**config.mk**
```make
export PLATFORM = sky130hd
export DESIGN_NAME = seg7_char_decoder_flat
export DESIGN_NICKNAME = d
export VERILOG_FILES = /design/src/rtl/seg7_char_decoder_if.sv /design/src/rtl/seg7_char_decoder.sv /design/src/flat_wrapper.sv
export SDC_FILE = /design/constraint.sdc
export NUM_CORES = 1
export LEC_CHECK = 0
export BUFFER_PORTS_ARGS = -buffer_cell sky130_fd_sc_hd__clkbuf_2
export CORE_MARGIN = 2
export CORE_UTILIZATION = 50
export DETAILED_ROUTE_END_ITERATION = 8
export HOLD_SLACK_MARGIN = 0.1
export PLACE_DENSITY_LB_ADDON = 0.15
export SLEW_MARGIN = 20
export SYNTH_ARGS = -nofsm -noshare
export SYNTH_HDL_FRONTEND = slang
export SYNTH_SLANG_ARGS = --single-unit
```
**constraint.sdc**
```tcl
create_clock -name clk_i -period 2.15 [get_ports clk_i]
set_clock_uncertainty 0.05 [all_clocks]
set_input_delay 0.3225 -clock clk_i [delete_from_list [all_inputs] [get_ports clk_i]]
set_output_delay 0.3225 -clock clk_i [all_outputs]
set_load 0.02 [all_outputs]
```
**src/rtl/seg7_char_decoder_if.sv**
```systemverilog
// Scanned 7-segment bus plus decoded-frame outputs of seg7_char_decoder.
// master drives the display bus; slave is the decoder.
interface seg7_char_decoder_if;
  logic [0:6] SEG_in;
  logic [3:0] DIG_in;
  logic [7:0] CHARS;
  logic       frame_valid;
  logic       pat_err;
  logic       dig_err;

  modport master (output SEG_in, DIG_in, input CHARS, frame_valid, pat_err, dig_err);
  modport slave  (input SEG_in, DIG_in, output CHARS, frame_valid, pat_err, dig_err);
endinterface

```
**src/rtl/seg7_char_decoder.sv**
```systemverilog
// Debounces a scanned 7-segment bus, decodes each stable digit to a 2-bit character
// and publishes 4-character frames. Define SEG7_DEC_ACTIVE_HIGH_EN for active-high segments.
module seg7_char_decoder #(
  parameter int unsigned STABLE = 4
) (
  input  logic            clk_i,
  input  logic            rst_i,
  seg7_char_decoder_if.slave bus
);

  localparam logic [7:0] STABLE_C = 8'(STABLE);

  typedef enum logic [1:0] {IDLE, COUNT, HELD} state_t;

  state_t     state_q, state_d;
  logic [0:6] seg_q, seg_d;
  logic [3:0] dig_q, dig_d;
  logic [7:0] cnt_q, cnt_d;
  logic [7:0] slot_q, slot_d;
  logic [7:0] chars_q, chars_d;
  logic [3:0] seen_q, seen_d;
  logic       fv_q, fv_d;
  logic       pe_q, pe_d;
  logic       de_q, de_d;

  logic [0:6] seg_in;
  logic [3:0] dig_in;
  logic       multi, onehot, same, acc, legal;
  logic [1:0] code, pos;
  logic [3:0] seen_n;

`ifdef SEG7_DEC_ACTIVE_HIGH_EN
  assign seg_in = ~bus.SEG_in;
`else
  assign seg_in = bus.SEG_in;
`endif
  assign dig_in = bus.DIG_in;

  assign multi  = |(dig_in & (dig_in - 4'd1));
  assign onehot = (dig_in != 4'd0) && !multi;
  assign same   = (seg_in == seg_q) && (dig_in == dig_q);

  always_comb begin
    legal = 1'b1;
    code  = 2'b11;
    case (seg_in)
      7'b1000010: code = 2'b00;
      7'b0110000: code = 2'b01;
      7'b1001111: code = 2'b10;
      7'b1111111: code = 2'b11;
      default:    legal = 1'b0;
    endcase
  end

  always_comb begin
    pos = 2'd0;
    case (dig_in)
      4'b0010: pos = 2'd1;
      4'b0100: pos = 2'd2;
      4'b1000: pos = 2'd3;
      default: pos = 2'd0;
    endcase
  end

  // Run tracking: every accept uses the pair currently on the bus.
  always_comb begin
    state_d = state_q;
    seg_d   = seg_q;
    dig_d   = dig_q;
    cnt_d   = cnt_q;
    acc     = 1'b0;
    if (!onehot) begin
      state_d = IDLE;
      cnt_d   = 8'd0;
    end else if (state_q == COUNT && same) begin
      cnt_d = cnt_q + 8'd1;
      if (cnt_q + 8'd1 == STABLE_C) begin
        acc     = 1'b1;
        state_d = HELD;
      end
    end else if (!(state_q == HELD && same)) begin
      seg_d = seg_in;
      dig_d = dig_in;
      cnt_d = 8'd1;
      if (STABLE_C == 8'd1) begin
        acc     = 1'b1;
        state_d = HELD;
      end else begin
        state_d = COUNT;
      end
    end
  end

  always_comb begin
    slot_d  = slot_q;
    seen_d  = seen_q;
    chars_d = chars_q;
    seen_n  = seen_q;
    fv_d    = 1'b0;
    pe_d    = 1'b0;
    de_d    = multi;
    if (acc) begin
      if (legal) begin
        slot_d[{pos, 1'b0} +: 2] = code;
        seen_n = seen_q | (4'b0001 << pos);
        if (seen_n == 4'hF) begin
          chars_d = slot_d;
          fv_d    = 1'b1;
          seen_d  = 4'h0;
        end else begin
          seen_d = seen_n;
        end
      end else begin
        pe_d = 1'b1;
      end
    end
  end

  always_ff @(posedge clk_i or posedge rst_i) begin
    if (rst_i) begin
      state_q <= IDLE;
      seg_q   <= '1;
      dig_q   <= 4'd0;
      cnt_q   <= 8'd0;
      slot_q  <= 8'hFF;
      seen_q  <= 4'h0;
      chars_q <= 8'hFF;
      fv_q    <= 1'b0;
      pe_q    <= 1'b0;
      de_q    <= 1'b0;
    end else begin
      state_q <= state_d;
      seg_q   <= seg_d;
      dig_q   <= dig_d;
      cnt_q   <= cnt_d;
      slot_q  <= slot_d;
      seen_q  <= seen_d;
      chars_q <= chars_d;
      fv_q    <= fv_d;
      pe_q    <= pe_d;
      de_q    <= de_d;
    end
  end

  assign bus.CHARS       = chars_q;
  assign bus.frame_valid = fv_q;
  assign bus.pat_err     = pe_q;
  assign bus.dig_err     = de_q;

endmodule
```
**src/flat_wrapper.sv**
```systemverilog
// flat-port wrapper written by rule: the top's interface ports become plain ports
module seg7_char_decoder_flat 
#(
  parameter int unsigned STABLE = 4
)
  (clk_i, rst_i, bus_SEG_in, bus_DIG_in, bus_CHARS, bus_frame_valid, bus_pat_err, bus_dig_err);
  seg7_char_decoder_if bus_i ();
  input  logic clk_i;
  input  logic rst_i;
  input wire logic [$bits(bus_i.SEG_in)-1:0] bus_SEG_in;
  input wire logic [$bits(bus_i.DIG_in)-1:0] bus_DIG_in;
  output wire logic [$bits(bus_i.CHARS)-1:0] bus_CHARS;
  output wire logic [$bits(bus_i.frame_valid)-1:0] bus_frame_valid;
  output wire logic [$bits(bus_i.pat_err)-1:0] bus_pat_err;
  output wire logic [$bits(bus_i.dig_err)-1:0] bus_dig_err;
  assign bus_i.SEG_in = bus_SEG_in;
  assign bus_i.DIG_in = bus_DIG_in;
  assign bus_CHARS = bus_i.CHARS;
  assign bus_frame_valid = bus_i.frame_valid;
  assign bus_pat_err = bus_i.pat_err;
  assign bus_dig_err = bus_i.dig_err;
  seg7_char_decoder #(.STABLE(STABLE)) u_core (.clk_i(clk_i), .rst_i(rst_i), .bus(bus_i));
endmodule
```
==> metrics.txt <==
Static Leakage 1.50 nW; vias per inst 5.26; Worst-path clk slew 0.08 ns; Power Total 1.74 mW; largest net degree at the start of global routing 45; Sw Pwr 0.443 mW; Syn Inst Count 226; setup_tns 0 ns; drt total wl 5400 um; Layout Cell Area excl Fill 0.00329 sq mm; final setup fails 0; combinational power share 0.173; clock group share of total power 0.289; initial antenna violation count 0; initial drt markers 80; number of synthesized flops with an enable pin 0; final period utilization 0.997; RD Place Congestion 0.803; die area 0.00572 sq mm; Yosys Warn Count 0; Switching Share 0.255; ant diodes 0; fin crit period 2.14 ns; post-synth cell types 49; cell area after synthesis 0.00256 sq mm; grt ovf 0; GR Util All Layers 0.206; Post-DP HPWL 3710 um; placed cell count 350; CP Capture Type flip-flop; chip width 75.6 um; drt drc 0; commonest non-fill, non-tap cells in the layout 43 x buf_4, 23 x clkbuf_2, 23 x dfstp_2; sequential-to-total area share from yosys stat 0.440; Initial Util 0.509; RSZ-0062 raised after global routing true; final core occ 0.652; Num Clock Sinks 44; crit-path cells ha_4 > and3_4 > nor3_4 > a31oi_2 > nor4b_4 > and4_4 > mux2_4; final hold vios 0; CP peak stage delay 0.45 ns; CP max stage cell dfrtp_2; worst slew pin tran 0.551 ns; Die Y 75.6 um; Pre-antenna DRT Iters 4; fin cells 367; Cell Pwr Density 529 mW/mm^2; Num CTS Buffers 5; status complete, no violations; dominant synthesized flop cell dfstp_2; most common cell after layout, fill and taps aside buf_4; internal power 1.30 mW; Placement Cell Area 0.00301 sq mm; worst slack, placed -0.255 ns; share of layout cells above drive strength 1 0.539; WHS 0.238 ns; nets@finish 318; Slew headroom 0.633; Peak VDD IR 438 uV; FP Rows 26; maximum fanout along the worst path 5; H-tree levels 2; CP arrival 2.32 ns; Crit Path Class reg -> reg; Max Clock Freq 466 MHz; Antenna Nets Post-Route 0; number of synthesized register bits 44; Placeable Area 0.00504 sq mm; Clock Root Buffer clkbuf_8; Routed wire per std cell 14.7 um; first-pass GRT wire length 8860 um; vias after detailed routing 1930; synthesized net count 248; Req. time, crit path 2.33 ns; Startpoint Class flip-flop; I/O pin cnt 24; Sequential Power Share 0.539; worst min path class in -> reg; Longest Clk Path Bufs 2; Final Max Tran Viols 0; worst-skew pair later-pin latency 0.29 ns; area grow syn2layout 28.2%; vias in the first global route 1974; max cap viols 0; # port buffers 23; CTS tree done; Synth async-reset ratio 1.00; slack of the critical path 0.00568 ns; Post-Syn Area per Cell 11.3 sq um
routing by layer:
metal / wire length, um / vias to the layer above / global-route usage
met1: 2440 / 941 / 0.258
met4: 79 / 0 / 0.0702
li1: - / 954 / -
met3: 167 / 7 / 0.0384
met5: 0 / - / 0
met2: 2710 / 28 / 0.357
repair_timing:
action	4_1_cts	5_1_grt
hold buffers	1	0
gates resized for setup	6	22
setup buffers	4	2
cloned	1	1
pin swaps	6	7
endpoints found under the hold margin	12	0
endpoints found under the setup margin	22	39
power groups by stage:
stage	clock (mW)	combinational [mW]	sequential, mW
floorplan	0	0.171	0.946
global placement	0	0.259	0.946
detailed placement	0	0.264	0.950
CTS	0.519	0.268	0.935
global route	0.554	0.332	0.942
finish	0.502	0.300	0.937
flip-flops by register name (all words and copies together), names as in the netlist:
name,flops
u_core.seg_q,7
u_core.seen_q,4
u_core.bus.dig_err,1
u_core.bus.frame_valid,1
u_core.slot_q,8
u_core.dig_q,4
u_core.bus.CHARS,8
u_core.cnt_q,8
u_core.state_q,2
u_core.bus.pat_err,1
layout make-up:
type | instances | area [sq um]
inverter | 7 | 28.8
sequential | 44 | 1130
multi-input combinational | 163 | 1420
clock buffer | 7 | 76.3
fill | 408 | 1750
clock inverter | 1 | 5.00
timing repair buffer | 75 | 538
tap | 70 | 87.6
final timing paths:
path / slack, ns / start / endpoint / depth (start not counted)
setup reg to reg: 0.006 / u_core.cnt_q[1] / u_core.bus.CHARS[5] / 7
hold / removal: 0.24 / bus_SEG_in[6] / u_core.seg_q[0] / 3
setup / recovery: 0.006 / u_core.cnt_q[1] / u_core.bus.CHARS[5] / 7
max in group asynchronous: 0.99 / rst_i / u_core.cnt_q[1] / 4
hold reg to reg: 0.44 / u_core.seg_q[0] / u_core.seg_q[0] / 2
min in group asynchronous: 0.65 / rst_i / u_core.seen_q[2] / 4
critical path, delay by kind of cell, from the launching register on:
kind            cells  cell delay [ns]
compound gates      1             0.07
fa+ha+maj           1             0.18
mux                 1             0.31
simple gates        4             1.00
flops               1             0.45
cell usage after synthesis, types with 3 or more instances:
master    count  area [sq um]
dfstp_2      23           604
buf_4         3          22.5
nand2_1      11          41.3
nor2_1       17          63.8
nand2b_1      4          25.0
clkbuf_1      3          11.3
xor2_1       12           105
inv_1         7          26.3
mux2_4        6          90.1
xnor2_1       3          26.3
buf_6         3          33.8
dfrtp_1      21           526
a21oi_1       5          25.0
nand4_1       5          31.3
mux2i_1       4          40.0
a41oi_1       3          26.3
nand3_1       8          40.0
a22o_1        3          26.3
nor3_1       10          50.1
ha_1          9           113
mux2_2       29           327
cell families after synthesis:
logic type      Yosys count  synth area share
compound gates           27            0.0776
mux                      39             0.178
fa+ha+maj                10            0.0478
buf+inv                  20            0.0502
xor+xnor                 15            0.0512
flops                    44             0.440
simple gates             71             0.155
No activity file was read; power rests on OpenSTA's default activity.
